`src/rtl/letc_core_limp_arbiter_pkg.sv`:
```
// Shared LETC core types used on LIMP request/response ports.
package letc_core_limp_arbiter_pkg;

    typedef logic [31:0] word_t;
    typedef logic [33:0] paddr_t;

    typedef enum logic [1:0] {
        SIZE_BYTE     = 2'b00,
        SIZE_HALFWORD = 2'b01,
        SIZE_WORD     = 2'b10
    } size_e;

    // Index width that stays legal (>=1 bit) for any requestor count.
    function automatic int idx_w(input int n);
        return (n > 1) ? $clog2(n) : 1;
    endfunction

endpackage

```
`src/rtl/letc_core_rr_arbiter.sv`:
```
// Rotating-priority search: first set request at or after start, wrapping.
module letc_core_rr_arbiter
    import letc_core_limp_arbiter_pkg::*;
#(
    parameter int N = 2,
    localparam int IW = idx_w(N)
) (
    input  logic [N-1:0]  req_i,
    input  logic [IW-1:0] start_i,
    output logic          any_o,
    output logic [IW-1:0] idx_o
);

    int            j;
    logic [IW-1:0] jj;

    // Walk offsets from the far end so the nearest requestor is written last.
    always_comb begin
        any_o = |req_i;
        idx_o = '0;
        j     = 0;
        jj    = '0;
        for (int k = N - 1; k >= 0; k--) begin
            j  = (int'(start_i) + k) % N;
            jj = IW'(j);
            if (req_i[jj]) begin
                idx_o = jj;
            end
        end
    end

endmodule

```
`src/rtl/letc_core_limp_arbiter.sv`:
```
// Round-robin arbiter multiplexing NUM_REQ LIMP requestors onto one servicer.
module letc_core_limp_arbiter
    import letc_core_limp_arbiter_pkg::*;
#(
    parameter int NUM_REQ = 2
) (
    input  logic               i_clk,
    input  logic               i_rst,

    input  logic [NUM_REQ-1:0] req_valid,
    output logic [NUM_REQ-1:0] req_ready,
    input  logic [NUM_REQ-1:0] req_wen_nren,
    input  logic [NUM_REQ-1:0] req_uncacheable,
    input  size_e              req_size  [NUM_REQ],
    input  paddr_t             req_addr  [NUM_REQ],
    input  word_t              req_wdata [NUM_REQ],
    output word_t              req_rdata [NUM_REQ],

    output logic               srv_valid,
    output logic               srv_wen_nren,
    output logic               srv_uncacheable,
    output size_e              srv_size,
    output paddr_t             srv_addr,
    output word_t              srv_wdata,
    input  logic               srv_ready,
    input  word_t              srv_rdata
);

    localparam int IW = idx_w(NUM_REQ);

    typedef enum logic {
        IDLE,
        BUSY
    } state_e;

    state_e        state_q, state_d;
    logic [IW-1:0] gnt_q, gnt_d;
    logic [IW-1:0] rr_q, rr_d;
    logic          arb_any;
    logic [IW-1:0] arb_idx;
    logic          busy;
    logic          done;

    letc_core_rr_arbiter #(
        .N(NUM_REQ)
    ) u_rr (
        .req_i  (req_valid),
        .start_i(rr_q),
        .any_o  (arb_any),
        .idx_o  (arb_idx)
    );

    assign busy = (state_q == BUSY);
    assign done = srv_valid & srv_ready;

    always_comb begin
        srv_valid       = busy & req_valid[gnt_q];
        srv_wen_nren    = req_wen_nren[gnt_q];
        srv_uncacheable = req_uncacheable[gnt_q];
        srv_size        = req_size[gnt_q];
        srv_addr        = req_addr[gnt_q];
        srv_wdata       = req_wdata[gnt_q];
        req_ready       = '0;
        if (busy) begin
            req_ready[gnt_q] = srv_ready;
        end
        for (int i = 0; i < NUM_REQ; i++) begin
            req_rdata[i] = srv_rdata;
        end
    end

    always_comb begin
        state_d = state_q;
        gnt_d   = gnt_q;
        rr_d    = rr_q;
        unique case (state_q)
            IDLE: begin
                if (arb_any) begin
                    state_d = BUSY;
                    gnt_d   = arb_idx;
                end
            end
            BUSY: begin
                if (done) begin
                    state_d = IDLE;
                    rr_d    = (int'(gnt_q) == NUM_REQ - 1) ? '0 : gnt_q + 1'b1;
                end
            end
        endcase
    end

    always_ff @(posedge i_clk) begin
        if (i_rst) begin
            state_q <= IDLE;
            gnt_q   <= '0;
            rr_q    <= '0;
        end else begin
            state_q <= state_d;
            gnt_q   <= gnt_d;
            rr_q    <= rr_d;
        end
    end

`ifdef SIMULATION
    // The granted requestor must keep its request up until it sees ready.
    always_ff @(posedge i_clk) begin
        if (!i_rst && busy) begin
            assert (req_valid[gnt_q])
            else $error("granted requestor dropped req_valid before completion");
        end
    end
`endif

endmodule

```
`config.mk`:
```
export PLATFORM = sky130hd
export DESIGN_NAME = letc_core_limp_arbiter
export DESIGN_NICKNAME = d
export VERILOG_FILES = /design/src/rtl/letc_core_limp_arbiter_pkg.sv /design/src/rtl/letc_core_rr_arbiter.sv /design/src/rtl/letc_core_limp_arbiter.sv
export SDC_FILE = /design/constraint.sdc
export NUM_CORES = 1
export LEC_CHECK = 0
export CELL_PAD_IN_SITES_DETAIL_PLACEMENT = 0
export CELL_PAD_IN_SITES_GLOBAL_PLACEMENT = 1
export CORE_AREA = 2 2 121 123
export CTS_CLUSTER_DIAMETER = 30
export DETAILED_ROUTE_END_ITERATION = 10
export DIE_AREA = 0 0 123 125
export PLACE_DENSITY_LB_ADDON = 0.1
export SLEW_MARGIN = 40
export SYNTH_ARGS = -nofsm -noshare
export SYNTH_HDL_FRONTEND = slang
export SYNTH_HIERARCHICAL = 1
export SYNTH_SLANG_ARGS = --single-unit
```
`constraint.sdc`:
```
create_clock -name i_clk -period 2 [get_ports i_clk]
set_clock_uncertainty 0.2 [all_clocks]
set_input_delay 0.2 -clock i_clk [delete_from_list [all_inputs] [get_ports i_clk]]
set_output_delay 0.2 -clock i_clk [all_outputs]
set_load 0.03 [all_outputs]
```
==> run summary <==
The worst-case IR drop observed on VDD is 0.1860 mV. The synthesized area per cell came out at 10.37 um2. The final worst-path cycle share is 0.9776. The diode insertion count for antenna repair came out at 0. In this run the power density over the cells is 373.7 nW/um2. The critical path goes through buf_12, mux2_2, dlygate4sd2_1. The gate count after technology mapping came out at 162. The initial antenna violation count is 0. The level count of the clock H-tree came out at 1.

The worst register-to-register path ends at busy. In this run the static leakage power is 1.492 nW. The root cell of the clock tree is sky130_fd_sc_hd__clkbuf_16. Of the cells placed in the final design, the portion with a size suffix greater than 1 is 0.3060. The number of ports placed on the die boundary came out at 314. For this run, design rule violations remaining after detail routing come to 0. The largest fanout of any net on the critical path came out at 27. The final weighted congestion in routability-driven placement is approximately 0.64. The number of global-route vias before repair is 1800.

The total wire length after detailed routing came out at 6.435 mm. The area used by multi-input combinational logic came out at about 1100 um2. The final setup violation count came out at 0. The fill cell instance count of the final layout came out at 1570.

The number of port buffers came out at 217. Headroom to the max-slew limit came out at 0.7684. The die is between 100 and 150 um wide.

The total congestion overflow after global routing is 0. The buffer and inverter count on the worst path is 2. TritonCTS created 3 clock buffers. The distinct cell type count after synthesis is 18. The synthesis-to-finish area growth is 111.7%. The clock tree from TritonCTS is built. The count of vias placed by the detailed router came out at 1704. The number of pins with negative max-slew slack in the final report came out at 0. Setup repair after global routing could not meet its margin everywhere. The number of cells on the worst reg-to-reg path came out at 4. The worst register-to-register path begins at gnt_q. STA classifies the critical path endpoint as a primary output. The total number of placement rows came out at 44. The run finished with clean final reports. The number of iterations in the first detailed-routing pass came out at 2. The die outline area is 15380 um2. The detail-routed net length per standard cell came out at 12.84 um.

The maximum buffer depth of the clock tree came out at 2. The area taken by flip-flops and latches is about 64 um2. The path class of the tightest hold or removal check is in -> out. The finished layout holds 501 standard cells, fillers aside.

The smallest clock period supported by the final layout is computed as 1955 ps. The clock transition time at the flip-flop clock pins of the worst setup and hold paths is 30 ps. Tracing the worst setup path back leads to its startpoint at gnt_q. The critical path startpoint category is a flop.

The number of cells on the critical path came out at 3. Among all stages on the critical path, the largest delay is contributed by sky130_fd_sc_hd__dfxtp_4. The number of instances on the worst hold path is 0. The smallest hold slack is 200.0 ps.

Timing would allow up to 0.5115 GHz. The count of routing violations after the opening detailed-route iteration is 37. The die height is approximately 130 um. The most critical setup path has its endpoint at srv_wdata[23]. In this run, synthesis produced a sequential element count of 3. For this run, the number of Yosys warnings is 6. By startpoint and endpoint, the worst setup path is classified as reg -> out. The number of routed nets with antenna violations is 0. The sum of net half-perimeters after detailed placement came out at 5.587 mm. Counting tap cells, the placed design contains a total of 497 instances.

The core outline area is 14200 um2. For the pin with the worst max-slew slack, the measured transition is roughly 350 ps. The final-report hold violation count came out at 0. The utilization after layout came out at 0.2504. STA puts the critical path data arrival time at 1560 ps. The overall global routing resource usage came out at 0.07581.

The number of sinks driven by the clock tree is 3. The net count of the mapped netlist came out at approximately 340. On the worst path, the slowest cell contributes a delay of 390 ps. The pin count of the biggest net entering global routing came out at 28. The first global-routing pass estimated just over 9 mm of wire.

The required time of the critical path is ~1600 ps. Across the run, the number of max-cap violations was 0. The worst register-to-register path has a setup slack of 700 ps. The number of nets at the end of the flow came out at 495. Among cell families on the critical path, the largest total delay comes from buffers and inverters. The part of the Yosys area used for sequential elements is 0.03574. The summed instance area of the synthesized netlist came out at ~1700 um2. Using the TritonRoute via totals, the vias-per-cell ratio works out to roughly 3.4. The clock reaches the later pin of the worst-skew pair after 230 ps. The initial cell density of the core is 0.1183.
## cell usage after synthesis (all sizes together)
library cell	number	area (um2)
mux2i	2	20.02
or2	1	6.260
dfxtp	3	60.06
a21boi	1	7.510
mux2	70	960.9
inv	1	3.750
a2bb2oi	1	8.760
a31oi	1	6.260
nand2	1	3.750
buf	72	558.0
and3	1	6.260
nor2	4	15.01
nand3	1	5.000
o22ai	1	6.260
nor2b	2	12.51
## flip-flops by register name (all words and copies together) (netlist names)
signal and cells:
gnt_q 1, busy 1, rr_q 1
## through the flow
| stage | instance area [um2] | TNS, ps | worst slack, ps | power, mW |
|---|---|---|---|---|
| after global placement | 3591 | 0 | 24.01 | 1.107 |
| after global routing | 3557 | -32.59 | -32.59 | 1.404 |
| final | 3557 | 0 | 44.82 | 1.329 |
| after CTS | 3588 | 0 | 12.56 | 1.353 |
| after detailed placement | 3591 | 0 | 13.07 | 1.103 |
| after floorplan | 1680 | 0 | 579.8 | 0.8182 |
## power by group
group / leakage (nW) / switching [mW] / internal [mW]
Combinational: 1.43 / 0.407 / 0.531
Clock: 0.0382 / 0.0550 / 0.263
Sequential: 0.0256 / 0.00795 / 0.0657
Total: 1.49 / 0.470 / 0.860
## cells in the final DEF (no fill, tap or decap)
| master | instances |
|---|---|
| sky130_fd_sc_hd__mux2_2 | 24 |
| sky130_fd_sc_hd__a2bb2oi_1 | 1 |
| sky130_fd_sc_hd__inv_1 | 1 |
| sky130_fd_sc_hd__dfxtp_4 | 1 |
| sky130_fd_sc_hd__and3_1 | 1 |
| sky130_fd_sc_hd__clkbuf_16 | 3 |
| sky130_fd_sc_hd__nand2_1 | 1 |
| sky130_fd_sc_hd__buf_4 | 11 |
| sky130_fd_sc_hd__clkdlybuf4s50_1 | 144 |
| sky130_fd_sc_hd__clkdlybuf4s15_1 | 2 |
| sky130_fd_sc_hd__mux2_4 | 46 |
| sky130_fd_sc_hd__nor2_1 | 4 |
| sky130_fd_sc_hd__nand3_1 | 1 |
| sky130_fd_sc_hd__a21boi_1 | 1 |
| sky130_fd_sc_hd__dlygate4sd2_1 | 54 |
| sky130_fd_sc_hd__mux2i_1 | 2 |
| sky130_fd_sc_hd__dfxtp_1 | 2 |
| sky130_fd_sc_hd__nor2b_1 | 2 |
| sky130_fd_sc_hd__buf_12 | 3 |
| sky130_fd_sc_hd__clkbuf_1 | 1 |
| sky130_fd_sc_hd__a31oi_1 | 1 |
| sky130_fd_sc_hd__or2_1 | 1 |
| sky130_fd_sc_hd__clkbuf_2 | 9 |
| sky130_fd_sc_hd__o22ai_1 | 1 |
## per-layer routing
layer | track usage | up-vias | share of wire
li1 | - | 806 | -
met1 | 0.07468 | 736 | 0.34
met2 | 0.1420 | 159 | 0.49
met3 | 0.04288 | 3 | 0.17
met4 | 0.006016 | 0 | 0.0037
met5 | 0 | - | 0
## kinds of logic (layout without fill, tap and decap cells)
group | count (synthesis) | in the layout | share of synthesized area
compound gates | 4 | 4 | 0.01713
buf+inv | 73 | 228 | 0.3343
flops | 3 | 3 | 0.03574
mux | 72 | 72 | 0.5838
simple gates | 10 | 10 | 0.02904
## worst min-delay path by stage
stage                         end          start  slack [ps]
floorplan                    busy          i_rst          70
global placement    req_rdata[10]  srv_rdata[10]         200
detailed placement  req_rdata[10]  srv_rdata[10]         200
CTS                 req_rdata[10]  srv_rdata[10]         200
global route         req_rdata[3]   srv_rdata[3]         200
finish              req_rdata[35]   srv_rdata[3]         200
## what timing repair did
action / 4_1_cts / 5_1_grt
buffers inserted: 0 / 0
endpoints found under the hold margin: 0 / 0
setup endpoints to repair: 65 / 12
pin swaps: 0 / 0
resized for setup: 65 / 20
hold buffers: 0 / 0
## cell type report
cell class              count  area share
clock buffers               4     0.02216
inverters                   1    0.001055
multi-input cells          86      0.2976
flip-flops and latches      3     0.01794
well taps                 184     0.06472
repair buffers            223      0.5966
Note: power is estimated with default switching activity, not from simulation.
